--- config.mk ---
export PLATFORM = sky130hd
export DESIGN_NAME = fetch_stage_flat
export DESIGN_NICKNAME = d
export VERILOG_FILES = /design/src/rtl/fetch_stage_if.sv /design/src/rtl/fetch_stage.sv /design/src/flat_wrapper.sv
export SDC_FILE = /design/constraint.sdc
export NUM_CORES = 1
export LEC_CHECK = 0
export ABC_AREA = 1
export CAP_MARGIN = 20
export CORE_MARGIN = 1
export CORE_UTILIZATION = 40
export DETAILED_ROUTE_END_ITERATION = 8
export GPL_TIMING_DRIVEN = 0
export PLACE_DENSITY = 0.72
export SYNTH_ARGS = -nofsm -noshare
export SYNTH_HDL_FRONTEND = slang
export SYNTH_SLANG_ARGS = --single-unit
--- constraint.sdc ---
create_clock -name clk -period 4.48 [get_ports clk]
set_input_delay 0.896 -clock clk [delete_from_list [all_inputs] [get_ports clk]]
set_output_delay 0.896 -clock clk [all_outputs]
set_load 0.005 [all_outputs]
--- src/rtl/fetch_stage_if.sv ---
// ---------------------------------------------------------------------------
// fetch_stage_if
// Bundles the fetch stage's bus-side signals: decode control (stall/flush/
// branch_target), the instruction ROM port (rom_ce/inst_addr/inst) and the
// IF/ID pipeline register outputs (id_valid/id_pc/id_inst/id_adel).
//   master : the fetch stage itself
//   slave  : the environment (decode/branch logic and the instruction ROM)
// ---------------------------------------------------------------------------
interface fetch_stage_if;
    logic        stall;
    logic        flush;
    logic [31:0] branch_target;
    logic        rom_ce;
    logic [31:0] inst_addr;
    logic [31:0] inst;
    logic        id_valid;
    logic [31:0] id_pc;
    logic [31:0] id_inst;
    logic        id_adel;

    modport master (
        input  stall, flush, branch_target, inst,
        output rom_ce, inst_addr, id_valid, id_pc, id_inst, id_adel
    );

    modport slave (
        output stall, flush, branch_target, inst,
        input  rom_ce, inst_addr, id_valid, id_pc, id_inst, id_adel
    );
endinterface

--- src/rtl/fetch_stage.sv ---
// ---------------------------------------------------------------------------
// fetch_stage
// Instruction-fetch stage: owns the PC, drives the instruction ROM and
// registers each returned word into the IF/ID pipeline register. A redirect
// to a misaligned target produces one address-error entry in IF/ID and then
// suspends fetching until the next redirect.
// Ports:
//   clk  : clock, rising edge
//   rst  : asynchronous, active-high reset
//   bus  : fetch_stage_if.master (stall, flush, branch_target, inst in;
//          rom_ce, inst_addr, id_valid, id_pc, id_inst, id_adel out)
// ---------------------------------------------------------------------------
module fetch_stage #(
    parameter logic [31:0] RESET_PC = 32'h0000_0000
) (
    input  logic          clk,
    input  logic          rst,
    fetch_stage_if.master bus
);

    localparam logic [31:0] ZERO_WORD = 32'h0000_0000;

    typedef enum logic [1:0] {
        S_IDLE  = 2'd0,
        S_FETCH = 2'd1,
        S_ERR   = 2'd2
    } state_t;

    state_t      state_r,    state_s;
    logic [31:0] pc_r,       pc_s;
    logic        id_valid_r, id_valid_s;
    logic [31:0] id_pc_r,    id_pc_s;
    logic [31:0] id_inst_r,  id_inst_s;
    logic        id_adel_r,  id_adel_s;

    function automatic logic is_word_aligned(input logic [31:0] addr);
        return (addr[1:0] == 2'b00);
    endfunction

    // Next-state and IF/ID update; defaults hold every register.
    always_comb begin
        state_s    = state_r;
        pc_s       = pc_r;
        id_valid_s = id_valid_r;
        id_pc_s    = id_pc_r;
        id_inst_s  = id_inst_r;
        id_adel_s  = id_adel_r;
        case (state_r)
            S_IDLE: begin
                // One settling cycle after reset; decode requests are ignored.
                state_s = S_FETCH;
            end
            S_FETCH: begin
                if (bus.flush) begin
                    // Redirect wins over stall; the edge inserts a bubble.
                    pc_s       = bus.branch_target;
                    id_valid_s = 1'b0;
                    id_inst_s  = ZERO_WORD;
                    id_adel_s  = 1'b0;
                end else if (bus.stall) begin
                    state_s = S_FETCH;
                end else if (is_word_aligned(pc_r)) begin
                    id_pc_s    = pc_r;
                    id_inst_s  = bus.inst;
                    id_valid_s = 1'b1;
                    id_adel_s  = 1'b0;
                    pc_s       = pc_r + 32'd4;
                end else begin
                    // ROM was not enabled, so the word is replaced by zero.
                    id_pc_s    = pc_r;
                    id_inst_s  = ZERO_WORD;
                    id_valid_s = 1'b1;
                    id_adel_s  = 1'b1;
                    state_s    = S_ERR;
                end
            end
            S_ERR: begin
                if (bus.flush) begin
                    pc_s       = bus.branch_target;
                    id_valid_s = 1'b0;
                    id_inst_s  = ZERO_WORD;
                    id_adel_s  = 1'b0;
                    state_s    = S_FETCH;
                end else if (bus.stall) begin
                    state_s = S_ERR;
                end else begin
                    // Decode has taken the error entry; leave a bubble behind.
                    id_valid_s = 1'b0;
                    id_inst_s  = ZERO_WORD;
                    id_adel_s  = 1'b0;
                end
            end
            default: begin
                state_s = S_IDLE;
            end
        endcase
    end

    // FSM state register.
    always_ff @(posedge clk or posedge rst) begin
        if (rst) begin
            state_r <= S_IDLE;
        end else begin
            state_r <= state_s;
        end
    end

    // PC and IF/ID pipeline register.
    always_ff @(posedge clk or posedge rst) begin
        if (rst) begin
            pc_r       <= RESET_PC;
            id_valid_r <= 1'b0;
            id_pc_r    <= ZERO_WORD;
            id_inst_r  <= ZERO_WORD;
            id_adel_r  <= 1'b0;
        end else begin
            pc_r       <= pc_s;
            id_valid_r <= id_valid_s;
            id_pc_r    <= id_pc_s;
            id_inst_r  <= id_inst_s;
            id_adel_r  <= id_adel_s;
        end
    end

    // ROM enable depends only on registered state so decode inputs never
    // reach the ROM in the same cycle.
    assign bus.rom_ce    = (state_r == S_FETCH) && is_word_aligned(pc_r);
    assign bus.inst_addr = pc_r;
    assign bus.id_valid  = id_valid_r;
    assign bus.id_pc     = id_pc_r;
    assign bus.id_inst   = id_inst_r;
    assign bus.id_adel   = id_adel_r;

endmodule

--- src/flat_wrapper.sv ---
// flat-port wrapper written by rule: the top's interface ports become plain ports
module fetch_stage_flat 
#(
    parameter logic [31:0] RESET_PC = 32'h0000_0000
)
  (clk, rst, bus_stall, bus_flush, bus_branch_target, bus_inst, bus_rom_ce, bus_inst_addr, bus_id_valid, bus_id_pc, bus_id_inst, bus_id_adel);
  fetch_stage_if bus_i ();
  input  logic clk;
  input  logic rst;
  input wire logic [$bits(bus_i.stall)-1:0] bus_stall;
  input wire logic [$bits(bus_i.flush)-1:0] bus_flush;
  input wire logic [$bits(bus_i.branch_target)-1:0] bus_branch_target;
  input wire logic [$bits(bus_i.inst)-1:0] bus_inst;
  output wire logic [$bits(bus_i.rom_ce)-1:0] bus_rom_ce;
  output wire logic [$bits(bus_i.inst_addr)-1:0] bus_inst_addr;
  output wire logic [$bits(bus_i.id_valid)-1:0] bus_id_valid;
  output wire logic [$bits(bus_i.id_pc)-1:0] bus_id_pc;
  output wire logic [$bits(bus_i.id_inst)-1:0] bus_id_inst;
  output wire logic [$bits(bus_i.id_adel)-1:0] bus_id_adel;
  assign bus_i.stall = bus_stall;
  assign bus_i.flush = bus_flush;
  assign bus_i.branch_target = bus_branch_target;
  assign bus_i.inst = bus_inst;
  assign bus_rom_ce = bus_i.rom_ce;
  assign bus_inst_addr = bus_i.inst_addr;
  assign bus_id_valid = bus_i.id_valid;
  assign bus_id_pc = bus_i.id_pc;
  assign bus_id_inst = bus_i.id_inst;
  assign bus_id_adel = bus_i.id_adel;
  fetch_stage #(.RESET_PC(RESET_PC)) u_core (.clk(clk), .rst(rst), .bus(bus_i));
endmodule
==> results of run 1 <==
## worst max-delay path, cell delays in order (launching register included)
cell	delay (ns)
dfrtp_1	0.41
inv_2	0.06
nand2_1	0.10
nor3_1	0.15
clkdlybuf4s50_1	0.52
## worst max-delay path by stage
stage,slack [ns],cells past startpoint,to,from
floorplan,0.97,1,u_core.bus.id_adel,rst
global placement,-0.54,2,u_core.bus.id_pc[13],rst
detailed placement,1.90,9,u_core.bus.inst_addr[20],bus_flush
CTS,1.99,4,bus_rom_ce,u_core.state_r[1]
global route,1.94,4,bus_rom_ce,u_core.state_r[1]
finish,1.99,4,bus_rom_ce,u_core.state_r[1]
## registers in the layout, indices dropped and copies added, names as in the netlist
signal and flops:
u_core.bus.id_valid 1, u_core.state_r 2, u_core.bus.id_pc 32, u_core.bus.id_adel 1, u_core.bus.inst_addr 32, u_core.bus.id_inst 32
## per-stage QoR
step	hold WS, ns	instances
CTS	0.477	1010
global route	0.503	1010
floorplan	0.465	659
finish	0.477	1010
detailed placement	0.459	994
global placement	0.463	993
## cell type report
class / count / area (µm²) / area share (%)
inverters: 65 / 246 / 3.44
flip-flops and latches: 100 / 2500 / 34.9
clock inverters: 4 / 31.3 / 0.436
repair buffers: 167 / 1690 / 23.6
multi-input cells: 469 / 2060 / 28.8
clock buffers: 12 / 267 / 3.72
plain buffers: 25 / 163 / 2.27
well taps: 168 / 210 / 2.93
## report_power, final
group	total [µW]	internal [µW]	switching [µW]
clock	784	426	358
sequential	1580	1240	334
combinational	2010	1000	1010
## Yosys cell counts (all sizes together), types with 2 or more instances
cell type | count | area share, %
dfrtp | 100 | 50
buf | 20 | 2.9
nand2 | 225 | 17
and2 | 2 | 0.25
a21oi | 11 | 1.1
inv | 65 | 4.9
o21ai | 72 | 7.5
or2 | 2 | 0.25
nor2 | 86 | 7.1
xor2 | 3 | 0.53
nand3 | 55 | 5.6
clkbuf | 5 | 0.38
o22ai | 6 | 0.75
## per-layer routing
layer  GRT usage, %  share of wire (%)  up-vias
met3           3.72                6.0       21
met1           33.1                 44     2410
met2           40.5                 48      184
li1               -                  -     2435
met5              0                  0        -
met4           7.89                2.1        0
## logic make-up after synthesis
logic type | Yosys count
and+or+nand+nor | 372
DFF | 100
AOI/OAI and AO/OA | 92
buffers and inverters | 90
xor gates and xnor gates | 4
adders and majority gates | 1
==> flow_metrics.tcl, run 1 <==
set metrics [dict create \
    drtIter0Drc 335 \
    holdPathEnd "u_core.bus.id_pc[14]" \
    cts.repair.resized 0 \
    r2r_start "u_core.bus.inst_addr[3]" \
    synth-seq-cells 100 \
    worst_skew_pair.late_latency_ns 0.35 \
    numCtsBuffers 9 \
    fmaxAchievable_mhz 402 \
    hpwl_mm 11.5 \
    synthSimpleGateAreaFrac_pct 30.7 \
    clkSlewWorstSetupHoldPaths_ns 0.07 \
    finalCritPeriodShare_pct 55.5 \
    power_density_nw_per_um2 610 \
    nets 906 \
    critical_path.endpoint_type "output port" \
    routed_wl_mm 15.2 \
    min_path_type "flop to flop" \
    yosysUniqueCellTypes 31 \
    die_y_um 113 \
    worst-setup-path-type "flop to output port" \
    worstSetupStartpointType "flop" \
    final_area_um2 7170 \
    wl_per_cell_um 15.1 \
    hold_depth 2 \
    finalSetupTns_ns 0 \
    start_util_pct 41.2 \
    track_usage_pct 24.5 \
    n_antenna_cell 0 \
    total_power_uw 4370 \
    yosys_most_used_dff "dfrtp_1" \
    hold_violations 0 \
    peakVddDrop_v 0.000308 \
    post_cts_buffers 0 \
    cts-root-buf "clkbuf_16" \
    worstHoldStart "u_core.bus.id_pc[14]" \
    finalSetupViolCount 0 \
    final_common_cell "nand2_1" \
    dieArea_um2 12900 \
    grt_max_degree 69 \
    synth.area.mux_share_pct 0 \
    required_ns 3.58 \
    yosys.area_share.xor_xnor_pct 0.705 \
    fin_skew_ns 0.00504 \
    p_leak_uw 0.00334 \
    period_needed_ns 2.49 \
    syn_nets 728 \
    grt-ovfl-total 0 \
    layout-drive-gt1-share_pct 7.01 \
    rsz0062_at_grt "false" \
    synth_top_family_by_area "simple AND/OR/NAND/NOR gates" \
    fill_cells 1113 \
    yosysWarnings 0 \
    antenna_left 0 \
    drt-vias-per-instance 5.00 \
    timing.final.ws_setup_ns 1.99 \
    vias 5050 \
    ios 167 \
    io_buffers 166 \
    maxSlewViolCount 0 \
    synthAdderAreaFrac_pct 0.252 \
    cts_buffer_depth 2 \
    drc 0 \
    std_cell_rows 40 \
    grt_first_pass_wirelength_mm 24.7 \
    maxSlewHeadroom_pct 66.5 \
    core-area_um2 12100 \
    first_pass_iters 4 \
    place_area_um2 6870 \
    status "finished, final reports clean" \
    grt_pass1_vias 4975 \
    synth.avg_cell_area_um2 7.55 \
    syn_area_um2 4970 \
    dp_slack_ns 1.90 \
    critical_path_arrival_ns 1.59 \
    worstPathMaxFanout 3 \
    syn-instance-count 659 \
    r2r-end "u_core.bus.inst_addr[28]" \
    rr_worst_depth 10 \
    r2r_slack_ns 2.55 \
    gp_routability_congestion 0.910 \
    cts_htree_levels 3 \
    async_flop_share_pct 100 \
    maxCapViolations 0 \
    synth_edf_count 0 \
    synth_compound_area_share_pct 9.79 \
    cts_sinks 100 \
    antenna_found_initial 0 \
    cts_hold_buffers 0 \
    tritoncts "yes" \
    mostFrequentLayoutCells "nand2_1, clkdlybuf4s50_1, dfrtp_1" \
    ys_seq_area_share_pct 50.3 \
    area_growth_pct 44.2 \
    fp.dieW_um 113 \
    final_util_pct 59.5 \
    worst_pin_slew_ns 0.503 \
]
(Power assumes the default switching activity.)
==> run 2, diff against run 1 <==
--- a/config.mk
+++ b/config.mk
@@ -11,7 +11,7 @@
 export CORE_UTILIZATION = 40
 export DETAILED_ROUTE_END_ITERATION = 8
 export GPL_TIMING_DRIVEN = 0
-export PLACE_DENSITY = 0.72
+export PLACE_DENSITY = 0.74
 export SYNTH_ARGS = -nofsm -noshare
 export SYNTH_HDL_FRONTEND = slang
 export SYNTH_SLANG_ARGS = --single-unit
==> constraint.sdc (replaced) <==
create_clock -name clk -period 2 [get_ports clk]
set_input_delay 0.4 -clock clk [delete_from_list [all_inputs] [get_ports clk]]
set_output_delay 0.4 -clock clk [all_outputs]
set_load 0.005 [all_outputs]
==> run 2 against run 1 <==
Against the previous run:
- utilization rose by 0.74 points
- combinational power up 130%
- critical path type is now flop to flop
- global-route usage fell by 0.61 points
- clock skew up 0.00064 ns
- worst setup slack got worse by 1.8 ns
- highest routed layer unchanged
- clock power increased by 150%
- largest cell class unchanged
==> flow_metrics.tcl, run 2 (synthesized netlist as in run 1, its figures left out) <==
set metrics [dict create \
    fin_skew_ns 0.00568 \
    dp_slack_ns -0.0660 \
    worst_pin_slew_ns 0.492 \
    first_pass_iters 4 \
    peakVddDrop_v 0.000583 \
    crit_path_frequent_cell "nand2_1" \
    clkSlewWorstSetupHoldPaths_ns 0.07 \
    tritoncts "yes" \
    cts-root-buf "clkbuf_16" \
    io_buffers 166 \
    mostFrequentLayoutCells "nand2_1, clkdlybuf4s50_1, dfrtp_1" \
    fp.dieW_um 113 \
    drtIter0Drc 308 \
    nets 908 \
    swShare_pct 38.3 \
    cts_buffer_depth 2 \
    worst_skew_pair.late_latency_ns 0.35 \
    std_cell_rows 40 \
    p_leak_uw 0.00338 \
    layout-drive-gt1-share_pct 7.70 \
    period_needed_ns 1.85 \
    worst_path_largest_cell_delay_ns 0.44 \
    die_y_um 113 \
    required_ns 2.24 \
    start_util_pct 41.2 \
    drc 0 \
    ios 167 \
    routed_wl_mm 15.2 \
    n_antenna_cell 0 \
    maxSlewHeadroom_pct 67.1 \
    critical_path.top_delay_family "simple AND/OR/NAND/NOR gates" \
    grt-ovfl-total 0 \
    timing.final.ws_setup_ns 0.150 \
    rsz0062_at_grt "false" \
    grt_pass1_vias 4757 \
    maxCapViolations 0 \
    fmaxAchievable_mhz 541 \
    p_comb_share_pct 45.3 \
    status "finished, final reports clean" \
    vias 4942 \
    power_density_nw_per_um2 1380 \
    crit_path_top_delay_cell "dfrtp_1" \
    track_usage_pct 23.9 \
    cts_sinks 100 \
    final_common_cell "nand2_1" \
    pwr-share-clk_pct 19.3 \
    critical_path_arrival_ns 2.09 \
    fill_cells 1123 \
    critical_path.endpoint_type "flop" \
    gp_routability_congestion 0.892 \
    grt_max_degree 33 \
    area_growth_pct 46.0 \
    cts_htree_levels 3 \
    fin_cells 1012 \
    hold_violations 0 \
    maxSlewViolCount 0 \
    total_power_uw 10000 \
    crit_buf_inv 0 \
    p_seq_share_pct 35.4 \
    min_path_type "input pin to async pin" \
    finalSetupViolCount 0 \
    dieArea_um2 12900 \
    finalCritPeriodShare_pct 92.5 \
    power.switching_uw 3840 \
    worstSetupStartpointType "flop" \
    hpwl_mm 11.5 \
    antenna_found_initial 0 \
    drt-vias-per-instance 4.88 \
    core-area_um2 12100 \
    path_cells "ha_1 > nand2_1 > nor2_2 > nand2_1 > nor2_1 > nand2_1 > nand2_1 > nand3_1 > nand2_1 > nand2_1" \
    antenna_left 0 \
    worstPathMaxFanout 5 \
    worst-setup-path-type "flop to flop" \
    placed_cells_incl_taps 996 \
    grt_first_pass_wirelength_mm 24.0 \
    wl_per_cell_um 15.0 \
    internal_power_uw 6170 \
    numCtsBuffers 9 \
]
[run 2: metrics by stage]
step | hold slack (ns) | area (µm²) | TNS (ns) | utilization [%]
2_1_floorplan | 0.465 | 4980 | 0 | -
3_3_place_gp | 0.461 | 6850 | -59.76 | 56.8
3_5_place_dp | 0.462 | 6920 | -0.857 | 57.3
4_1_cts | 0.436 | 7250 | 0 | 60.1
5_1_grt | 0.463 | 7260 | 0 | 60.2
6_report | 0.429 | 7260 | 0 | 60.2
[run 2: worst paths after layout]
| path | from | endpoint | slack (ns) | cells past startpoint |
|---|---|---|---|---|
| max | u_core.bus.inst_addr[3] | u_core.bus.inst_addr[24] | 0.15 | 10 |
| min | rst | u_core.bus.id_pc[23] | 0.43 | 2 |
| max reg2reg | u_core.bus.inst_addr[3] | u_core.bus.inst_addr[24] | 0.15 | 10 |
| min reg2reg | u_core.bus.id_pc[3] | u_core.bus.id_pc[3] | 0.48 | 2 |
| max in group asynchronous | rst | u_core.bus.id_inst[9] | 0.83 | 4 |
| min in group clk | u_core.bus.id_pc[3] | u_core.bus.id_pc[3] | 0.48 | 2 |
[run 2: metal layers]
layer  up-vias  global-route usage (%)  part of all wire (%)
met2       153                    38.3                    48
met3        16                    4.36                   4.9
met4         0                    7.54                   1.5
li1       2436                       -                     -
met5         -                       0                     0
met1      2337                    32.9                    46
[run 2: power groups by stage]
stage | logic (µW) | registers [µW] | clock network (µW)
global placement | 4400 | 3540 | 0
finish | 4530 | 3550 | 1930
detailed placement | 4520 | 3550 | 0
CTS | 4550 | 3530 | 1940
floorplan | 2170 | 3460 | 0
global route | 5020 | 3650 | 2030
[run 2: area by class of cell]
type | instances | area, µm² | area share (%)
buffer | 25 | 163 | 2.24
clock buffer | 10 | 239 | 3.29
clock inverter | 6 | 86.3 | 1.19
inverter | 65 | 248 | 3.41
multi-input combinational | 469 | 2080 | 28.7
sequential | 100 | 2500 | 34.5
tap | 168 | 210 | 2.90
timing repair buffer | 169 | 1730 | 23.8
[run 2: timing repair]
action	in CTS	in global routing
hold buffers	0	0
gates resized for setup	1	5
pin swaps	0	0
setup buffers	0	0
endpoints found under the setup margin	1	6
